**src/rtl/seq_detect_param.sv**
```systemverilog
// seq_detect_param: parametrised serial sequence detector.
//   Samples one serial bit per qualified clock. It pulses dout when the last
//   PAT_W bits equal the programmable pattern (MSB is the first bit received).
//   A saturating counter tracks the number of matches.
// Ports:
//   clk       - rising-edge clock
//   rst       - asynchronous active-low reset
//   seq_valid - qualifies seq on this edge
//   seq       - serial data bit
//   ovl       - 1: overlapping detection, 0: non-overlapping
//   pat_load  - load pat_in into the pattern register (wins over seq_valid)
//   pat_in    - new pattern value
//   clr_cnt   - synchronous clear of the match counter (applied before increment)
//   dout      - registered one-cycle match pulse
//   match_cnt - saturating match count
//   cnt_sat   - high while match_cnt is all ones
module seq_detect_param #(
  parameter int unsigned            PAT_W   = 4,
  parameter logic [PAT_W-1:0]       PATTERN = 4'b1011,
  parameter int unsigned            CNT_W   = 8
) (
  input  logic             clk,
  input  logic             rst,
  input  logic             seq_valid,
  input  logic             seq,
  input  logic             ovl,
  input  logic             pat_load,
  input  logic [PAT_W-1:0] pat_in,
  input  logic             clr_cnt,
  output logic             dout,
  output logic [CNT_W-1:0] match_cnt,
  output logic             cnt_sat
);

  localparam int unsigned FILL_W = $clog2(PAT_W + 1);
  localparam logic [FILL_W-1:0] FILL_FULL = FILL_W'(PAT_W);
  localparam logic [FILL_W-1:0] FILL_LAST = FILL_W'(PAT_W - 1);

  logic [PAT_W-1:0]  pat_q,  pat_d;
  logic [PAT_W-1:0]  hist_q, hist_d;
  logic [FILL_W-1:0] fill_q, fill_d;
  logic              dout_q, dout_d;
  logic [CNT_W-1:0]  cnt_q,  cnt_d;
  logic              sat_q,  sat_d;

  logic [PAT_W-1:0]  nxt;
  logic              match;
  logic [CNT_W-1:0]  cnt_base;

  always_comb begin
    pat_d  = pat_q;
    hist_d = hist_q;
    fill_d = fill_q;
    dout_d = 1'b0;
    match  = 1'b0;
    nxt    = {hist_q[PAT_W-2:0], seq};

    if (pat_load) begin
      // New pattern: restart qualification; any bit sampled on this edge is dropped.
      pat_d  = pat_in;
      fill_d = '0;
    end else if (seq_valid) begin
      hist_d = nxt;
      match  = (nxt == pat_q) && (fill_q >= FILL_LAST);
      if (match) begin
        dout_d = 1'b1;
        // Overlap keeps the history as a usable suffix; non-overlap demands fresh bits.
        fill_d = ovl ? FILL_FULL : '0;
      end else if (fill_q != FILL_FULL) begin
        fill_d = fill_q + FILL_W'(1);
      end
    end

    // Clear first, then a match may increment the cleared value.
    cnt_base = clr_cnt ? '0 : cnt_q;
    cnt_d    = cnt_base;
    if (match && (cnt_base != '1)) begin
      cnt_d = cnt_base + CNT_W'(1);
    end
    sat_d = (cnt_d == '1);
  end

  always_ff @(posedge clk or negedge rst) begin
    if (!rst) begin
      pat_q  <= PATTERN;
      hist_q <= '0;
      fill_q <= '0;
      dout_q <= 1'b0;
      cnt_q  <= '0;
      sat_q  <= 1'b0;
    end else begin
      pat_q  <= pat_d;
      hist_q <= hist_d;
      fill_q <= fill_d;
      dout_q <= dout_d;
      cnt_q  <= cnt_d;
      sat_q  <= sat_d;
    end
  end

  assign dout      = dout_q;
  assign match_cnt = cnt_q;
  assign cnt_sat   = sat_q;

endmodule

```
**config.mk**
```make
export PLATFORM = sky130hd
export DESIGN_NAME = seq_detect_param
export DESIGN_NICKNAME = d
export VERILOG_FILES = /design/src/rtl/seq_detect_param.sv
export SDC_FILE = /design/constraint.sdc
export NUM_CORES = 1
export LEC_CHECK = 0
export ABC_CLOCK_PERIOD_IN_PS = 3800
export CAP_MARGIN = 15
export CORE_ASPECT_RATIO = 1.2
export CORE_UTILIZATION = 46
export CTS_CLUSTER_DIAMETER = 100
export DETAILED_ROUTE_END_ITERATION = 10
export GPL_ROUTABILITY_DRIVEN = 0
export PLACE_DENSITY = 0.71
export SKIP_LAST_GASP = 1
export SLEW_MARGIN = 40
export SYNTH_ARGS = -nofsm -noshare
export SYNTH_HDL_FRONTEND = slang
export SYNTH_SLANG_ARGS = --single-unit
```
**constraint.sdc**
```tcl
create_clock -name clk -period 3.8 [get_ports clk]
set_input_delay 0.95 -clock clk [delete_from_list [all_inputs] [get_ports clk]]
set_output_delay 0.95 -clock clk [all_outputs]
set_load 0.005 [all_outputs]
```
==> results of run 1 <==
[cell type report]
type / instances / area [sq um]
fillers: 219 / 1020
multi-input cells: 88 / 687
flip-flops and latches: 20 / 504
repair buffers: 20 / 195
well taps: 33 / 41.3
clock inverters: 1 / 30.0
clock buffers: 3 / 22.5
inverters: 6 / 22.5
[flip-flops by register name, indices dropped and copies added (netlist names)]
register,cells
cnt_sat,1
dout,1
fill_q,3
hist_q,3
match_cnt,8
pat_q,4
[worst register-to-register path, delay by kind of cell (launching register included)]
kind	cells	cell delay [ns]
compound gates	2	0.55
simple gates	4	0.75
fa+ha+maj	1	0.28
flops	1	0.39
[per-stage QoR]
stage	std cells	worst slack (ns)	util	total power, uW	instance area, sq um
floorplan	116	1.23	-	294	1230
detailed placement	167	0.457	0.574	320	1450
global route	171	0.613	0.595	508	1500
global placement	167	0.573	0.576	317	1460
CTS	171	0.789	0.595	492	1500
finish	171	0.807	0.595	491	1500
[cell usage after synthesis (all sizes together)]
master    n
nor4      2
xnor2    11
o2111ai   1
dfrtp    17
and3b     1
a21boi    1
buf       2
ha        4
o2111a    1
and2b     2
and4      2
mux2      7
o21ai     4
and4b     1
xor2      1
nor2      6
nand2    16
nor2b     3
or2b      1
o211ai    1
dfstp     3
nand4     7
and2      1
a21oi     4
a211o     1
inv       6
o311ai    1
nand4b    2
nand2b    2
nor3      5
[cells by family after synthesis]
| group | Yosys count | synth area share |
|---|---|---|
| buf+inv | 8 | 0.0286 |
| compound gates | 14 | 0.0908 |
| flops | 20 | 0.411 |
| fa+ha+maj | 4 | 0.0408 |
| simple gates | 51 | 0.254 |
| xor+xnor | 12 | 0.110 |
| mux | 7 | 0.0643 |
[worst max-delay path by stage]
stage	to	depth (start not counted)	slack, ns	startpoint
2_1_floorplan	cnt_sat	9	1.23	clr_cnt
4_1_cts	cnt_sat	9	0.79	clr_cnt
5_1_grt	cnt_sat	9	0.61	clr_cnt
6_report	cnt_sat	9	0.81	clr_cnt
3_5_place_dp	cnt_sat	9	0.46	clr_cnt
3_3_place_gp	cnt_sat	9	0.57	clr_cnt
[routing by layer]
metal,global-route usage,vias to the layer above
li1,-,452
met3,0.0207,4
met4,0.101,0
met2,0.376,26
met1,0.220,451
met5,0,-
[power groups by stage]
stage	registers [uW]	clock network (uW)	logic, uW
2_1_floorplan	242	0	52.0
3_3_place_gp	244	0	73.8
3_5_place_dp	244	0	75.4
4_1_cts	240	176	75.8
5_1_grt	242	183	83.1
6_report	240	176	75.1
[placed cells by master, fill, tap and decap left out, drive strengths merged]
cell type      Yosys  routed
and2               1       1
nand4b             2       2
buf                2       1
clkdlybuf4s50      0      19
and4               2       2
a21oi              4       4
nand2b             2       2
mux2               7       7
o211ai             1       1
dfrtp             17      17
bufinv             0       1
o2111a             1       1
xor2               1       1
nand4              7       7
o21ai              4       4
o311ai             1       1
ha                 4       4
clkbuf             0       3
and2b              2       2
and4b              1       1
nor4               2       2
xnor2             11      11
nor3               5       5
nand2             16      16
nor2b              3       3
dfstp              3       3
or2b               1       1
and3b              1       1
o2111ai            1       1
nor2               6       6
a21boi             1       1
a211o              1       1
inv                6       6
==> metrics, run 1 <==
Floorplan Core Area 2530 sq um; achievable clock frequency between 300 and 400 MHz; pin count of the biggest net entering global routing 21; arrival time of the worst setup path between 3 and 4 ns; required time at the worst-slack endpoint 4.05 ns; flip-flop and latch count after synthesis 20; met1 wire length slightly above 1000 um; Cell variety after synth 38; worst clock skew between 0.003 and 0.004 ns; kind of cell with the highest combined delay on the critical path simple AND/OR/NAND/NOR gates; net switching power figure around 120 uW; share of total power consumed by net switching 0.245; internal portion of total power roughly 370 uW; vias in the first global route 979; worst reg2reg path depth 7; post-CTS setup buffers 0; die outline width roughly 49 um; DIE HEIGHT ~59 um; fraction of layout cells with a size suffix above 1 0.196; relative contribution of sequential cells to total power 0.489; synth warn 0; Synth top area share 0.347; I/O pin cnt 21; Hold Path End hist_q[2]; clock share of power 0.358; root buffer cell sky130_fd_sc_hd__clkbuf_4; count of hold-fix buffers inserted at cts 0; headroom to the max-slew limit 0.702; highest cell delay on the worst timing path about 0.61 ns; Avg Cell Area, Syn roughly 11 sq um; leading area contributor after synthesis sky130_fd_sc_hd__dfrtp_1; Seq/Total Area, Yosys 0.411; Clock Path Buffers 2; startpoint class of the critical path primary input; Netlist Area Pre-Place 1230 sq um; cell with the biggest individual delay on the critical path sky130_fd_sc_hd__clkdlybuf4s50_1; hold violation total from the final report 0; vias per cell ~5.5; total overflow reported by the global router 0; area of the die between 2000 and 3000 sq um; count of TritonRoute iterations in the first routing pass 4; placed wire-length estimate after detailed placement around 2000 um; CP bufs+invs 2; global-route total usage across every layer 0.199; via count 933; Sink Count 20; Max Slew Vio Count 0; sequence of cells on the critical path clkdlybuf4s50_1 > nand2b_1 > inv_1 > ha_1 > nand4b_1 > o311ai_4 > nor2_2 > nor4_1 > o2111a_1; Num CTS Buffers 3; type of the most critical hold path reg2reg; top cells by area in the synthesized netlist sky130_fd_sc_hd__dfrtp_1 35%, sky130_fd_sc_hd__dfstp_2 6.4%, sky130_fd_sc_hd__mux2_2 6.4%; setup slack on the worst flop-to-flop path roughly 1.8 ns; drt first-iter violations 19; amount of wire on met3 after detailed routing between 80 and 90 um; MaxCap Viol Count 0; Final Critical Period approximately 3 ns; Cells on Worst Hold Path 2; worst slew pin tran approximately 0.45 ns; Peak VDD IR 0.000282 V; Worst-Skew Late Latency around 0.31 ns; final wirelength between 2000 and 3000 um; ratio of final minimum period to clock period 0.788; Hold Crit Start hist_q[2]; initial cell density of the core 0.485; maximum fanout along the worst path 13; power density relative to cell area approximately 330 nW/um^2; post-synthesis to final-layout area growth 22.6%; clock tree from TritonCTS done; ant diodes 0; maximum level of the CTS H-tree 1; sum of negative setup slack 0 ns; gate count of the mapped netlist roughly 120; # nets final approximately 150; Worst Hold Slack roughly 0.54 ns; post-synthesis net count between 100 and 150; leakage 0.000633 uW; Crit. End Element register; top routing layer in use met4; wire length per cell after detailed routing 14.9 um; initial antenna violation count 0; Detail Route Antenna Nets 0; post-cts repair resize count 0; origin of the critical flop-to-flop path match_cnt[1]; end of the worst register-to-register path cnt_sat; clock-pin slew of the registers on the worst-case setup and hold paths between 0.1 and 0.15 ns; run status finished, final reports clean; final setup vio count 0; combinational power share 0.153; Remaining DRCs 0; number of core rows 20; setup repair after global routing missed its margin false; global-route wire length before repair 4260 um; number of buffer cells added on primary ports 20; wire length on met2 between 1000 and 1500 um; critical path start-end classification in2reg
Note: power is estimated with default switching activity, not from simulation.
==> run 2: changes to the inputs <==
--- a/config.mk
+++ b/config.mk
@@ -5,14 +5,14 @@
 export SDC_FILE = /design/constraint.sdc
 export NUM_CORES = 1
 export LEC_CHECK = 0
-export ABC_CLOCK_PERIOD_IN_PS = 3800
+export ABC_CLOCK_PERIOD_IN_PS = 2400
 export CAP_MARGIN = 15
 export CORE_ASPECT_RATIO = 1.2
 export CORE_UTILIZATION = 46
 export CTS_CLUSTER_DIAMETER = 100
 export DETAILED_ROUTE_END_ITERATION = 10
 export GPL_ROUTABILITY_DRIVEN = 0
-export PLACE_DENSITY = 0.71
+export PLACE_DENSITY = 0.74
 export SKIP_LAST_GASP = 1
 export SLEW_MARGIN = 40
 export SYNTH_ARGS = -nofsm -noshare
==> constraint.sdc (replaced) <==
create_clock -name clk -period 2.4 [get_ports clk]
set_input_delay 0.6 -clock clk [delete_from_list [all_inputs] [get_ports clk]]
set_output_delay 0.6 -clock clk [all_outputs]
set_load 0.005 [all_outputs]
==> metrics, run 2 (synthesized netlist as in run 1, its figures left out) <==
maximum level of the CTS H-tree 1 (unchanged); required time at the worst-slack endpoint 2.66 ns (-1.39 ns); post-layout instance count excluding filler cells 182 (+6.4%); final setup vio count 0 (unchanged); placed wire-length estimate after detailed placement 2020 um (+2.1%); global-route total usage across every layer 0.201 (+0.00224); root buffer cell sky130_fd_sc_hd__clkbuf_4; Max Slew Vio Count 0 (unchanged); area of the die 2880 sq um (unchanged); worst clock skew 0.00996 ns (+0.00684 ns); Crit. End Element register; highest cell delay on the worst timing path 0.43 ns (-0.18 ns); worst slew pin tran 0.561 ns (+0.115 ns); I/O pin cnt 21 (unchanged); pin count of the biggest net entering global routing 14 (-33%); cell with the biggest individual delay on the critical path sky130_fd_sc_hd__clkdlybuf4s50_1; Num CTS Buffers 3 (unchanged); type of the most critical hold path reg2reg; global-route wire length before repair 4390 um (+2.9%); Detail Route Antenna Nets 0 (unchanged); number of buffer cells added on primary ports 20 (unchanged); via count 999 (+7.1%); fraction of layout cells with a size suffix above 1 0.242 (+0.0460); # nets final 165 (+7.1%); post-cts repair resize count 0 (unchanged); clock tree from TritonCTS done; Sink Count 20 (unchanged); sequence of cells on the critical path clkdlybuf4s50_1 > nand2b_1 > inv_1 > ha_1 > nand4b_1 > o311ai_4 > nor2_2 > nor4_1 > o2111a_1; number of core rows 20 (unchanged); maximum fanout along the worst path 5 (-8); initial cell density of the core 0.485 (unchanged); headroom to the max-slew limit 0.625 (-0.0776); Clock Path Buffers 2 (unchanged); count of TritonRoute iterations in the first routing pass 4 (unchanged); critical path start-end classification in2reg; arrival time of the worst setup path 2.52 ns (-0.73 ns); Remaining DRCs 0 (unchanged); Peak VDD IR 0.000298 V (+5.7%); clock-pin slew of the registers on the worst-case setup and hold paths 0.11 ns (about the same); worst slack at placement -0.213 ns (-0.670 ns); count of hold-fix buffers inserted at cts 0 (unchanged); most frequent standard cell in the layout excluding fill and tap cells sky130_fd_sc_hd__clkdlybuf4s50_1; Final Critical Period 2.25 ns; vias in the first global route 1,018 (+4.0%); achievable clock frequency 444 MHz; total placed cells including tap cells 178 (+6.6%); MaxCap Viol Count 0 (unchanged); hold violation total from the final report 0 (unchanged); Worst-Skew Late Latency 0.31 ns (about the same); final setup margin 0.146 ns (-0.662 ns); ant diodes 0 (unchanged); run status finished, final reports clean; power density relative to cell area 434 nW/um^2 (+33%); commonest cells after routing, fill and taps aside 20 x sky130_fd_sc_hd__clkdlybuf4s50_1, 17 x sky130_fd_sc_hd__dfrtp_1, 16 x sky130_fd_sc_hd__nand2_1; vias per cell 5.49 (+0.60%); drt first-iter violations 24 (+5); startpoint class of the critical path primary input; wire length per cell after detailed routing 13.8 um (-7.3%); leakage 0.000674 uW (+6.4%); setup repair after global routing missed its margin false; total overflow reported by the global router 0 (unchanged); die outline width 49.1 um (unchanged); initial antenna violation count 0 (unchanged); post-synthesis to final-layout area growth 27.6%; final wirelength 2510 um (-1.3%); DIE HEIGHT 58.6 um (unchanged); Floorplan Core Area 2530 sq um (unchanged); area of all sequential standard cells 504 sq um (unchanged); ratio of final minimum period to clock period 0.939; number of inserted filler cells in the final layout 210 (-4.1%); area of the multi-input gates 687 sq um (unchanged); number of flip-flops in the largest register 8 (unchanged); post-CTS setup buffers 0 (unchanged)
run 2: cell types whose count changed in the layout (fill, tap and decap cells not counted), sizes merged:
cell,before,now
bufinv,1,0
clkdlybuf4s50,19,20
clkbuf,3,4
buf,1,11
run 2: layer usage:
| layer | part of all wire | global-route usage |
|---|---|---|
| met1 | 0.43 | 0.240 |
| met2 | 0.52 | 0.362 |
| met3 | 0.028 | 0.0155 |
| met4 | 0.019 | 0.105 |
| met5 | 0 | 0 |
run 2: power breakdown:
part / internal [uW] / total, uW / switching, uW / leakage (uW)
sequential: 359 / 379 / 20.2 / 0.000262
clock: 65.1 / 171 / 106 / 0.0000150
combinational: 67.1 / 128 / 60.7 / 0.000397
run 2: final cells by class:
class | count | area share
clock buffers | 4 | 0.0168
inverters | 6 | 0.0144
multi-input cells | 88 | 0.439
flip-flops and latches | 20 | 0.322
well taps | 33 | 0.0264
repair buffers | 31 | 0.181
run 2: worst paths after layout:
| path | from | end | slack (ns) | cells past startpoint |
|---|---|---|---|---|
| setup / recovery | clr_cnt | cnt_sat | 0.15 | 9 |
| max in group asynchronous | rst | dout | 1.23 | 2 |
| setup reg to reg | fill_q[0] | cnt_sat | 0.41 | 8 |
| min in group asynchronous | rst | hist_q[0] | 0.63 | 1 |
| hold reg to reg | hist_q[2] | hist_q[2] | 0.54 | 2 |
| hold / removal | hist_q[2] | hist_q[2] | 0.54 | 2 |
run 2: through the flow:
step                      setup TNS [ns]   util  hold WS (ns)  total power [uW]  instance area [sq um]
after detailed placement          -0.505  0.608         0.517               516                   1540
after global placement            -0.252  0.608         0.518               510                   1540
after global routing                   0  0.619         0.558               706                   1560
after CTS                              0  0.619         0.544               686                   1560
after floorplan                        0      -         0.304               465                   1230
final                                  0  0.619         0.539               678                   1560
run 2: worst max-delay path: cells and delay by family:
family / cells / cell delay (ns)
compound gates: 2 / 0.52
buf+inv: 2 / 0.49
simple gates: 4 / 0.71
fa+ha+maj: 1 / 0.20
